**config.mk**
```make
export PLATFORM = sky130hd
export DESIGN_NAME = serial_addsub_flat
export DESIGN_NICKNAME = d
export VERILOG_FILES = /design/src/rtl/serial_addsub_pkg.sv /design/src/rtl/serial_addsub_if.sv /design/src/rtl/serial_addsub_fas.sv /design/src/rtl/serial_addsub.sv /design/src/flat_wrapper.sv
export SDC_FILE = /design/constraint.sdc
export NUM_CORES = 1
export LEC_CHECK = 0
export ABC_AREA = 1
export CORE_MARGIN = 5
export CORE_UTILIZATION = 50
export CTS_BUF_LIST = sky130_fd_sc_hd__clkbuf_2 sky130_fd_sc_hd__clkbuf_4 sky130_fd_sc_hd__clkbuf_8
export DETAILED_ROUTE_END_ITERATION = 10
export GPL_TIMING_DRIVEN = 0
export HOLD_SLACK_MARGIN = 0.12
export PLACE_DENSITY = 0.76
export SLEW_MARGIN = 10
export SYNTH_ARGS = -nofsm -noshare
export SYNTH_HDL_FRONTEND = slang
export SYNTH_SLANG_ARGS = --single-unit
```
**constraint.sdc**
```tcl
create_clock -name clk -period 1.9 [get_ports clk]
set_clock_uncertainty 0.1 [all_clocks]
set_input_delay 0.19 -clock clk [delete_from_list [all_inputs] [get_ports clk]]
set_output_delay 0.19 -clock clk [all_outputs]
set_load 0.02 [all_outputs]
```
**src/rtl/serial_addsub_pkg.sv**
```systemverilog
// Shared types and constants for the bit-serial adder/subtractor.
package serial_addsub_pkg;

    typedef enum logic [1:0] {
        ST_IDLE = 2'd0,
        ST_RUN  = 2'd1,
        ST_DONE = 2'd2
    } state_e;

    localparam logic OP_ADD = 1'b1;
    localparam logic OP_SUB = 1'b0;

endpackage

```
**src/rtl/serial_addsub_if.sv**
```systemverilog
// Controller-facing handshake and operand/result bundle for serial_addsub.
interface serial_addsub_if #(
    parameter int N = 8
);
    logic         start;
    logic [N-1:0] a;
    logic [N-1:0] b;
    logic         a_ns;
    logic         busy;
    logic         done;
    logic [N-1:0] result;
    logic         cout;
    logic         ovf;

    modport master (
        output start, a, b, a_ns,
        input  busy, done, result, cout, ovf
    );

    modport slave (
        input  start, a, b, a_ns,
        output busy, done, result, cout, ovf
    );
endinterface

```
**src/rtl/serial_addsub_fas.sv**
```systemverilog
// Single-bit full adder/subtractor cell; cout is carry (add) or borrow (subtract).
module fas
    import serial_addsub_pkg::*;
(
    input  logic a,
    input  logic b,
    input  logic cin,
    input  logic a_ns,
    output logic s,
    output logic cout
);

    assign s    = a ^ b ^ cin;
    assign cout = (a_ns == OP_ADD) ? ((a & b) | (cin & (a ^ b)))
                                   : ((~a & b) | (cin & ~(a ^ b)));

endmodule

```
**src/rtl/serial_addsub.sv**
```systemverilog
// Bit-serial N-bit adder/subtractor: one fas cell, LSB-first, carry/borrow registered per bit.
module serial_addsub
    import serial_addsub_pkg::*;
#(
    parameter int N = 8
) (
    input  logic             clk,
    input  logic             rst,
    serial_addsub_if.slave   bus
);

    localparam int            CW   = $clog2(N);
    localparam logic [CW-1:0] LAST = CW'(N - 1);

    state_e         state_q, state_d;
    logic [N-1:0]   sh_a_q, sh_b_q;
    logic [N-2:0]   sh_r_q;
    logic [CW-1:0]  cnt_q;
    logic           op_q, carry_q;
    logic           a_msb_q, b_msb_q;
    logic [N-1:0]   result_q;
    logic           cout_q, ovf_q;

    logic           cell_s, cell_co;
    logic           load, last_bit, ovf_d;
    logic [N-1:0]   r_full;

    fas u_fas (
        .a    (sh_a_q[0]),
        .b    (sh_b_q[0]),
        .cin  (carry_q),
        .a_ns (op_q),
        .s    (cell_s),
        .cout (cell_co)
    );

    // Start is honoured in IDLE and, for back-to-back operation, in DONE.
    assign load     = bus.start && (state_q == ST_IDLE || state_q == ST_DONE);
    assign last_bit = (state_q == ST_RUN) && (cnt_q == LAST);
    assign r_full   = {cell_s, sh_r_q};
    assign ovf_d    = ((op_q == OP_ADD) ? (a_msb_q == b_msb_q) : (a_msb_q != b_msb_q))
                      && (cell_s != a_msb_q);

    always_comb begin
        state_d = state_q;
        case (state_q)
            ST_IDLE: if (bus.start) state_d = ST_RUN;
            ST_RUN:  if (cnt_q == LAST) state_d = ST_DONE;
            ST_DONE: state_d = bus.start ? ST_RUN : ST_IDLE;
            default: state_d = ST_IDLE;
        endcase
    end

    always_ff @(posedge clk or posedge rst) begin
        if (rst) begin
            state_q <= ST_IDLE;
        end else begin
            state_q <= state_d;
        end
    end

    always_ff @(posedge clk or posedge rst) begin
        if (rst) begin
            sh_a_q   <= '0;
            sh_b_q   <= '0;
            sh_r_q   <= '0;
            cnt_q    <= '0;
            op_q     <= OP_SUB;
            carry_q  <= 1'b0;
            a_msb_q  <= 1'b0;
            b_msb_q  <= 1'b0;
            result_q <= '0;
            cout_q   <= 1'b0;
            ovf_q    <= 1'b0;
        end else if (load) begin
            sh_a_q   <= bus.a;
            sh_b_q   <= bus.b;
            op_q     <= bus.a_ns;
            carry_q  <= 1'b0;
            cnt_q    <= '0;
            a_msb_q  <= bus.a[N-1];
            b_msb_q  <= bus.b[N-1];
        end else if (state_q == ST_RUN) begin
            sh_a_q  <= sh_a_q >> 1;
            sh_b_q  <= sh_b_q >> 1;
            sh_r_q  <= r_full[N-1:1];
            carry_q <= cell_co;
            cnt_q   <= cnt_q + 1'b1;
            // Visible outputs change only here, so partial sums never leak out.
            if (last_bit) begin
                result_q <= r_full;
                cout_q   <= cell_co;
                ovf_q    <= ovf_d;
            end
        end
    end

    assign bus.busy   = (state_q == ST_RUN);
    assign bus.done   = (state_q == ST_DONE);
    assign bus.result = result_q;
    assign bus.cout   = cout_q;
    assign bus.ovf    = ovf_q;

endmodule
```
**src/flat_wrapper.sv**
```systemverilog
// flat-port wrapper written by rule: the top's interface ports become plain ports
module serial_addsub_flat import serial_addsub_pkg::*;
#(
    parameter int N = 8
)
  (clk, rst, bus_start, bus_a, bus_b, bus_a_ns, bus_busy, bus_done, bus_result, bus_cout, bus_ovf);
  serial_addsub_if #(.N(N)) bus_i ();
  input  logic clk;
  input  logic rst;
  input wire logic [$bits(bus_i.start)-1:0] bus_start;
  input wire logic [$bits(bus_i.a)-1:0] bus_a;
  input wire logic [$bits(bus_i.b)-1:0] bus_b;
  input wire logic [$bits(bus_i.a_ns)-1:0] bus_a_ns;
  output wire logic [$bits(bus_i.busy)-1:0] bus_busy;
  output wire logic [$bits(bus_i.done)-1:0] bus_done;
  output wire logic [$bits(bus_i.result)-1:0] bus_result;
  output wire logic [$bits(bus_i.cout)-1:0] bus_cout;
  output wire logic [$bits(bus_i.ovf)-1:0] bus_ovf;
  assign bus_i.start = bus_start;
  assign bus_i.a = bus_a;
  assign bus_i.b = bus_b;
  assign bus_i.a_ns = bus_a_ns;
  assign bus_busy = bus_i.busy;
  assign bus_done = bus_i.done;
  assign bus_result = bus_i.result;
  assign bus_cout = bus_i.cout;
  assign bus_ovf = bus_i.ovf;
  serial_addsub #(.N(N)) u_core (.clk(clk), .rst(rst), .bus(bus_i));
endmodule
```
==> results_dict.tcl, run 1 <==
set metrics [dict create \
    status "finished clean" \
    dieArea_mm2 0.00497 \
    core_area_mm2 0.00361 \
    nNetsFinal 277 \
    ys_ff_latch 42 \
    final_util_pct 64.4 \
    finalHoldViolations 0 \
    clock.fmax_mhz 562 \
    finalMaxSlewViolations 0 \
    path_cells "nor2_1, clkdlybuf4s50_1" \
    synth_seq_area_share_pct 57.4 \
    io_buffers 31 \
    routedWlPerCell_um 11.4 \
    vdd_drop_max_mv 0.717 \
    syn_area_mm2 0.00183 \
    vias 1449 \
    synth_area_leaders "dfrtp_1 (57%), nand2_1 (18%), o21ai_0 (5.7%)" \
    holdWs_ps 354 \
    synth_compound_area_share_pct 6.35 \
    rsz0062_at_grt "false" \
    cts_tree "done" \
    synth-xor-area-share_pct 0 \
    critPathBufInv 1 \
    crit_type "reg -> out" \
    cp-start-kind "flop" \
    reg2reg_depth 5 \
    clkLatencyLatePin_ps 300 \
    syn-num-nets 237 \
    drt_iter0_drc 117 \
    final_cell_mix "nand2_1 (87), dfrtp_1 (42), clkdlybuf4s50_1 (30), inv_1 (23), o21ai_0 (21)" \
    n_antenna_cell 0 \
    synthSimpleGateAreaFrac_pct 24.9 \
    period_minus_slack_ps 1780 \
    crit_required_ps 1610 \
    synth_mux_area_share_pct 0 \
    crit_path_max_fanout 5 \
    first_global_vias 1395 \
    drv_cap 0 \
    yosysWarnings 0 \
    die_w_um 70.5 \
    place.gp.congestion 0.729 \
    grt_pass1_wl_mm 6.07 \
    slew_headroom_pct 74.7 \
    overflow 0 \
    clkTransAtPathRegs_ps 80 \
    setup_viol_count_final 0 \
    cp-end-kind "output pin" \
    final_common_cell "nand2_1" \
    track_usage_pct 15.6 \
    wirelength_mm 3.44 \
    drc 0 \
    drtAntennaViolNets 0 \
    drtPass1Iterations 4 \
    numClockSinks 42 \
    antenna_found_initial 0 \
    h-tree-depth 2 \
    start_util_pct 50.8 \
    drive_above_1_share_pct 8.66 \
    root_buffer "clkbuf_8" \
    max_stage_delay_ps 610 \
    p_leak_nw 1.19 \
    cp.depth 2 \
    synthAdderAreaFrac_pct 3.55 \
    netlist_instances 213 \
    whs_path_depth 3 \
    cts_buffers 5 \
    dp.final_hpwl_mm 2.57 \
    yosys.area.top_type_share_pct 57.4 \
    p_per_area_mw_per_mm2 1610 \
    crit_slowest_cell "clkdlybuf4s50_1" \
    yosysTopAreaCell "dfrtp_1" \
    worstMarginPinSlew_ps 379 \
    hp-class "in -> reg" \
    grt_max_degree 31 \
    die_y_um 70.5 \
    synth_area_per_cell_um2 8.60 \
    path_delay_family "buffers and inverters" \
    rows 22 \
    worstPathArrival_ps 1490 \
    synth_top_family_by_area "simple AND/OR/NAND/NOR gates" \
    cts_buffer_depth 2 \
    area_growth_pct 26.8 \
    synth_cell_types 19 \
    timing.final.crit_share_pct 93.7 \
    via_per_inst 4.80 \
    ios 32 \
]
-- cell usage after synthesis, drive strengths merged --
cell / number
o21ai: 21
o22ai: 1
clkbuf: 1
or2: 1
nor2: 6
a21oi: 1
ha: 2
dfrtp: 42
buf: 5
fa: 2
nand2: 89
nand3: 16
inv: 26
-- cell families (layout without fill, tap and decap cells) --
group | after synthesis | in the layout
simple gates | 112 | 112
compound gates | 23 | 23
fa+ha+maj | 4 | 4
flops | 42 | 42
buf+inv | 32 | 73
-- path summary, 6_finish.rpt --
kind / slack (ps) / start / to
setup / recovery: 120 / u_core.state_q[0]$_DFFE_PP0P_ / bus_done
max in group asynchronous: 660 / rst / u_core.bus.ovf$_DFFE_PP0P_
hold reg to reg: 380 / u_core.sh_a_q[7]$_DFFE_PP0P_ / u_core.sh_a_q[7]$_DFFE_PP0P_
setup reg to reg: 290 / u_core.cnt_q[0]$_DFFE_PP0P_ / u_core.bus.result[7]$_DFFE_PP0P_
min in group asynchronous: 610 / rst / u_core.sh_a_q[3]$_DFFE_PP0P_
hold / removal: 350 / bus_a[5] / u_core.sh_a_q[5]$_DFFE_PP0P_
-- through the flow --
stage | setup TNS, ps | power [mW] | area (µm²) | setup WS, ps | instances
2_1_floorplan | 0 | 2.63 | 1830 | 476 | 213
3_3_place_gp | -8690 | 3.11 | 2200 | -209 | 292
3_5_place_dp | 0 | 3.17 | 2220 | 72.5 | 293
4_1_cts | 0 | 3.78 | 2330 | 16.5 | 302
5_1_grt | 0 | 4.08 | 2320 | 45.3 | 302
6_report | 0 | 3.73 | 2320 | 120 | 302
-- timing repair --
action                     in CTS  in global routing
hold buffers                    1                  0
gates resized for setup         1                  2
buffers inserted                0                  0
setup endpoints to repair       1                  1
hold endpoints to repair       12                  0
cloned                          0                  0
-- registers in the layout, indices dropped and copies added (netlist names) --
register	cells
u_core.bus.cout	1
u_core.sh_r_q	7
u_core.a_msb_q	1
u_core.sh_a_q	8
u_core.carry_q	1
u_core.b_msb_q	1
u_core.bus.result	8
u_core.state_q	2
u_core.cnt_q	3
u_core.bus.ovf	1
u_core.sh_b_q	8
u_core.op_q	1
-- per-layer routing --
| metal | vias to the layer above | global-route usage (%) | wire, µm |
|---|---|---|---|
| li1 | 733 | - | - |
| met2 | 27 | 24.8 | 1620 |
| met1 | 682 | 19.1 | 1560 |
| met5 | - | 0 | 0 |
| met4 | 0 | 6.17 | 67 |
| met3 | 7 | 5.76 | 187 |
-- report_power, final --
part           internal, mW  total (mW)  switching [mW]
Clock                 0.307       0.604           0.297
Sequential             1.31        1.54           0.231
Combinational         0.658        1.59           0.932
Total                  2.27        3.73            1.46
-- worst register-to-register path, cell delays in order, from the launching register on --
cell	delay, ps
dfrtp_1	410
ha_1	210
ha_1	190
nand3_1	240
buf_2	270
o21ai_0	100
-- area by class of cell --
| class | count | area [µm²] |
|---|---|---|
| clock buffer | 7 | 90.1 |
| fill | 319 | 1280 |
| clock inverter | 1 | 5.00 |
| sequential | 42 | 1050 |
| buffer | 6 | 46.3 |
| multi-input combinational | 139 | 637 |
| timing repair buffer | 33 | 335 |
| inverter | 26 | 97.6 |
| tap | 48 | 60.1 |
Note: power is estimated with default switching activity, not from simulation.
==> run 2, diff against run 1 <==
--- a/config.mk
+++ b/config.mk
@@ -7,12 +7,11 @@
 export LEC_CHECK = 0
 export ABC_AREA = 1
 export CORE_MARGIN = 5
-export CORE_UTILIZATION = 50
+export CORE_UTILIZATION = 39
 export CTS_BUF_LIST = sky130_fd_sc_hd__clkbuf_2 sky130_fd_sc_hd__clkbuf_4 sky130_fd_sc_hd__clkbuf_8
 export DETAILED_ROUTE_END_ITERATION = 10
 export GPL_TIMING_DRIVEN = 0
 export HOLD_SLACK_MARGIN = 0.12
-export PLACE_DENSITY = 0.76
 export SLEW_MARGIN = 10
 export SYNTH_ARGS = -nofsm -noshare
 export SYNTH_HDL_FRONTEND = slang
==> run 2 against run 1 <==
  * Register-to-register slack worse by 20 ps
  * Largest power group unchanged
  * Count of clock-buffer cells in the layout shrank 2
  * Final cell count rose by 1.7%
  * Critical endpoint unchanged
==> results_dict.tcl, run 2 (synthesis results as in run 1) <==
set metrics [dict create \
    place.gp.congestion 0.735 \
    max_stage_delay_ps 610 \
    die_w_um 78.5 \
    clkLatencyLatePin_ps 290 \
    core_area_mm2 0.00463 \
    via_per_inst 4.70 \
    clock.fmax_mhz 573 \
    dpl_cell_area_mm2 0.00224 \
    final_cell_mix "nand2_1 (87), dfrtp_1 (42), clkdlybuf4s50_1 (30), inv_1 (23), o21ai_0 (21)" \
    antenna_found_initial 0 \
    worstMarginPinSlew_ps 468 \
    cts_buffers 5 \
    start_util_pct 39.6 \
    ios 32 \
    finalMaxSlewViolations 0 \
    numClockSinks 42 \
    io_buffers 31 \
    cp-end-kind "output pin" \
    track_usage_pct 13.0 \
    drc 0 \
    vdd_drop_max_mv 0.633 \
    status "finished clean" \
    tns_ps 0 \
    vias 1444 \
    drtAntennaViolNets 0 \
    rows 25 \
    cts_tree "done" \
    die_y_um 78.5 \
    dp.final_hpwl_mm 2.69 \
    drt_iter0_drc 56 \
    crit_type "reg -> out" \
    worstPathArrival_ps 1460 \
    crit_required_ps 1610 \
    first_global_vias 1367 \
    drtPass1Iterations 4 \
    wirelength_mm 3.63 \
    drv_cap 0 \
    period_minus_slack_ps 1750 \
    slew_headroom_pct 68.8 \
    path_cells "nor2_1, clkdlybuf4s50_1" \
    critPathBufInv 1 \
    clkTransAtPathRegs_ps 80 \
    rrSetupSlack_ps 270 \
    grt_pass1_wl_mm 6.36 \
    overflow 0 \
    final_common_cell "nand2_1" \
    dieArea_mm2 0.00617 \
    drive_above_1_share_pct 8.70 \
    crit_path_max_fanout 5 \
    root_buffer "clkbuf_8" \
    hp-class "in -> async" \
    cts_buffer_depth 2 \
    h-tree-depth 2 \
    p_per_area_mw_per_mm2 1590 \
    area_growth_pct 26.9 \
    nNetsFinal 277 \
    crit_slowest_cell "clkdlybuf4s50_1" \
    setup_viol_count_final 0 \
    n_antenna_cell 0 \
    design_area_mm2 0.00232 \
    path_delay_family "buffers and inverters" \
    routedWlPerCell_um 11.8 \
    grt_max_degree 23 \
    rsz0062_at_grt "false" \
    p_leak_nw 1.19 \
    finalHoldViolations 0 \
    cp-start-kind "flop" \
    timing.final.crit_share_pct 91.9 \
    finalPower_mw 3.70 \
]
-- run 2: cell count changes in the layout (fill, tap and decap cells not counted) --
cell / previous run / this run
buf_4: 2 / 3
clkbuf_8: 6 / 5
clkbuf_4: 1 / 0
clkinv_2: 1 / 2
dlygate4sd3_1: 1 / 0
clkbuf_2: 1 / 0
buf_16: 0 / 1
buf_12: 1 / 0
clkdlybuf4s15_2: 0 / 1
-- run 2: worst reg2reg max path, cell delays in order, from the launching register on --
cell and delay [ps]:
dfrtp_1 400, ha_1 210, ha_1 190, nand3_1 240
buf_2 280, o21ai_0 100
-- run 2: repair_timing --
| action | in CTS | in global routing |
|---|---|---|
| resized for setup | 3 | 0 |
| pin swaps | 0 | 0 |
| setup buffers | 0 | 1 |
| setup endpoints to repair | 1 | 1 |
| hold buffers | 0 | 0 |
-- run 2: layout make-up --
class	count	area [µm²]
well taps	54	67.6
clock buffers	5	68.8
plain buffers	6	46.3
fillers	467	2300
inverters	26	97.6
repair buffers	33	347
flip-flops and latches	42	1050
multi-input cells	139	637
clock inverters	2	10.0
-- run 2: per-layer routing --
layer  GRT usage, %  part of all wire [%]  wire length (µm)
met1           17.9                    48              1750
met3           2.98                   3.7               133
met2           19.9                    47              1700
met5              0                     0                 0
met4           4.72                   1.2                44
-- run 2: per-stage QoR --
stage          utilization (%)  std cells  hold WS (ps)  worst slack (ps)
2_1_floorplan                -        213           211               476
6_report                  50.2        307           132               153
3_3_place_gp              47.7        298           356              -280
3_5_place_dp              48.3        299           361              23.2
4_1_cts                   50.1        306           143              41.3
5_1_grt                   50.2        307           182              47.6
-- run 2: report_power, final --
| part | internal (mW) | leakage, nW | total, mW | switching, mW |
|---|---|---|---|---|
| Combinational | 0.684 | 0.618 | 1.63 | 0.948 |
| Clock | 0.247 | 0.0438 | 0.533 | 0.287 |
| Sequential | 1.31 | 0.528 | 1.54 | 0.233 |
-- run 2: worst paths after layout --
path	startpoint	to	cells past startpoint
hold / removal	rst	u_core.carry_q$_DFFE_PP0P_	2
min in group clk	bus_a[0]	u_core.sh_a_q[0]$_DFFE_PP0P_	3
hold reg to reg	u_core.sh_a_q[7]$_DFFE_PP0P_	u_core.sh_a_q[7]$_DFFE_PP0P_	2
setup reg to reg	u_core.cnt_q[0]$_DFFE_PP0P_	u_core.bus.result[5]$_DFFE_PP0P_	5
setup / recovery	u_core.state_q[0]$_DFFE_PP0P_	bus_done	2
max in group asynchronous	rst	u_core.a_msb_q$_DFFE_PP0P_	3
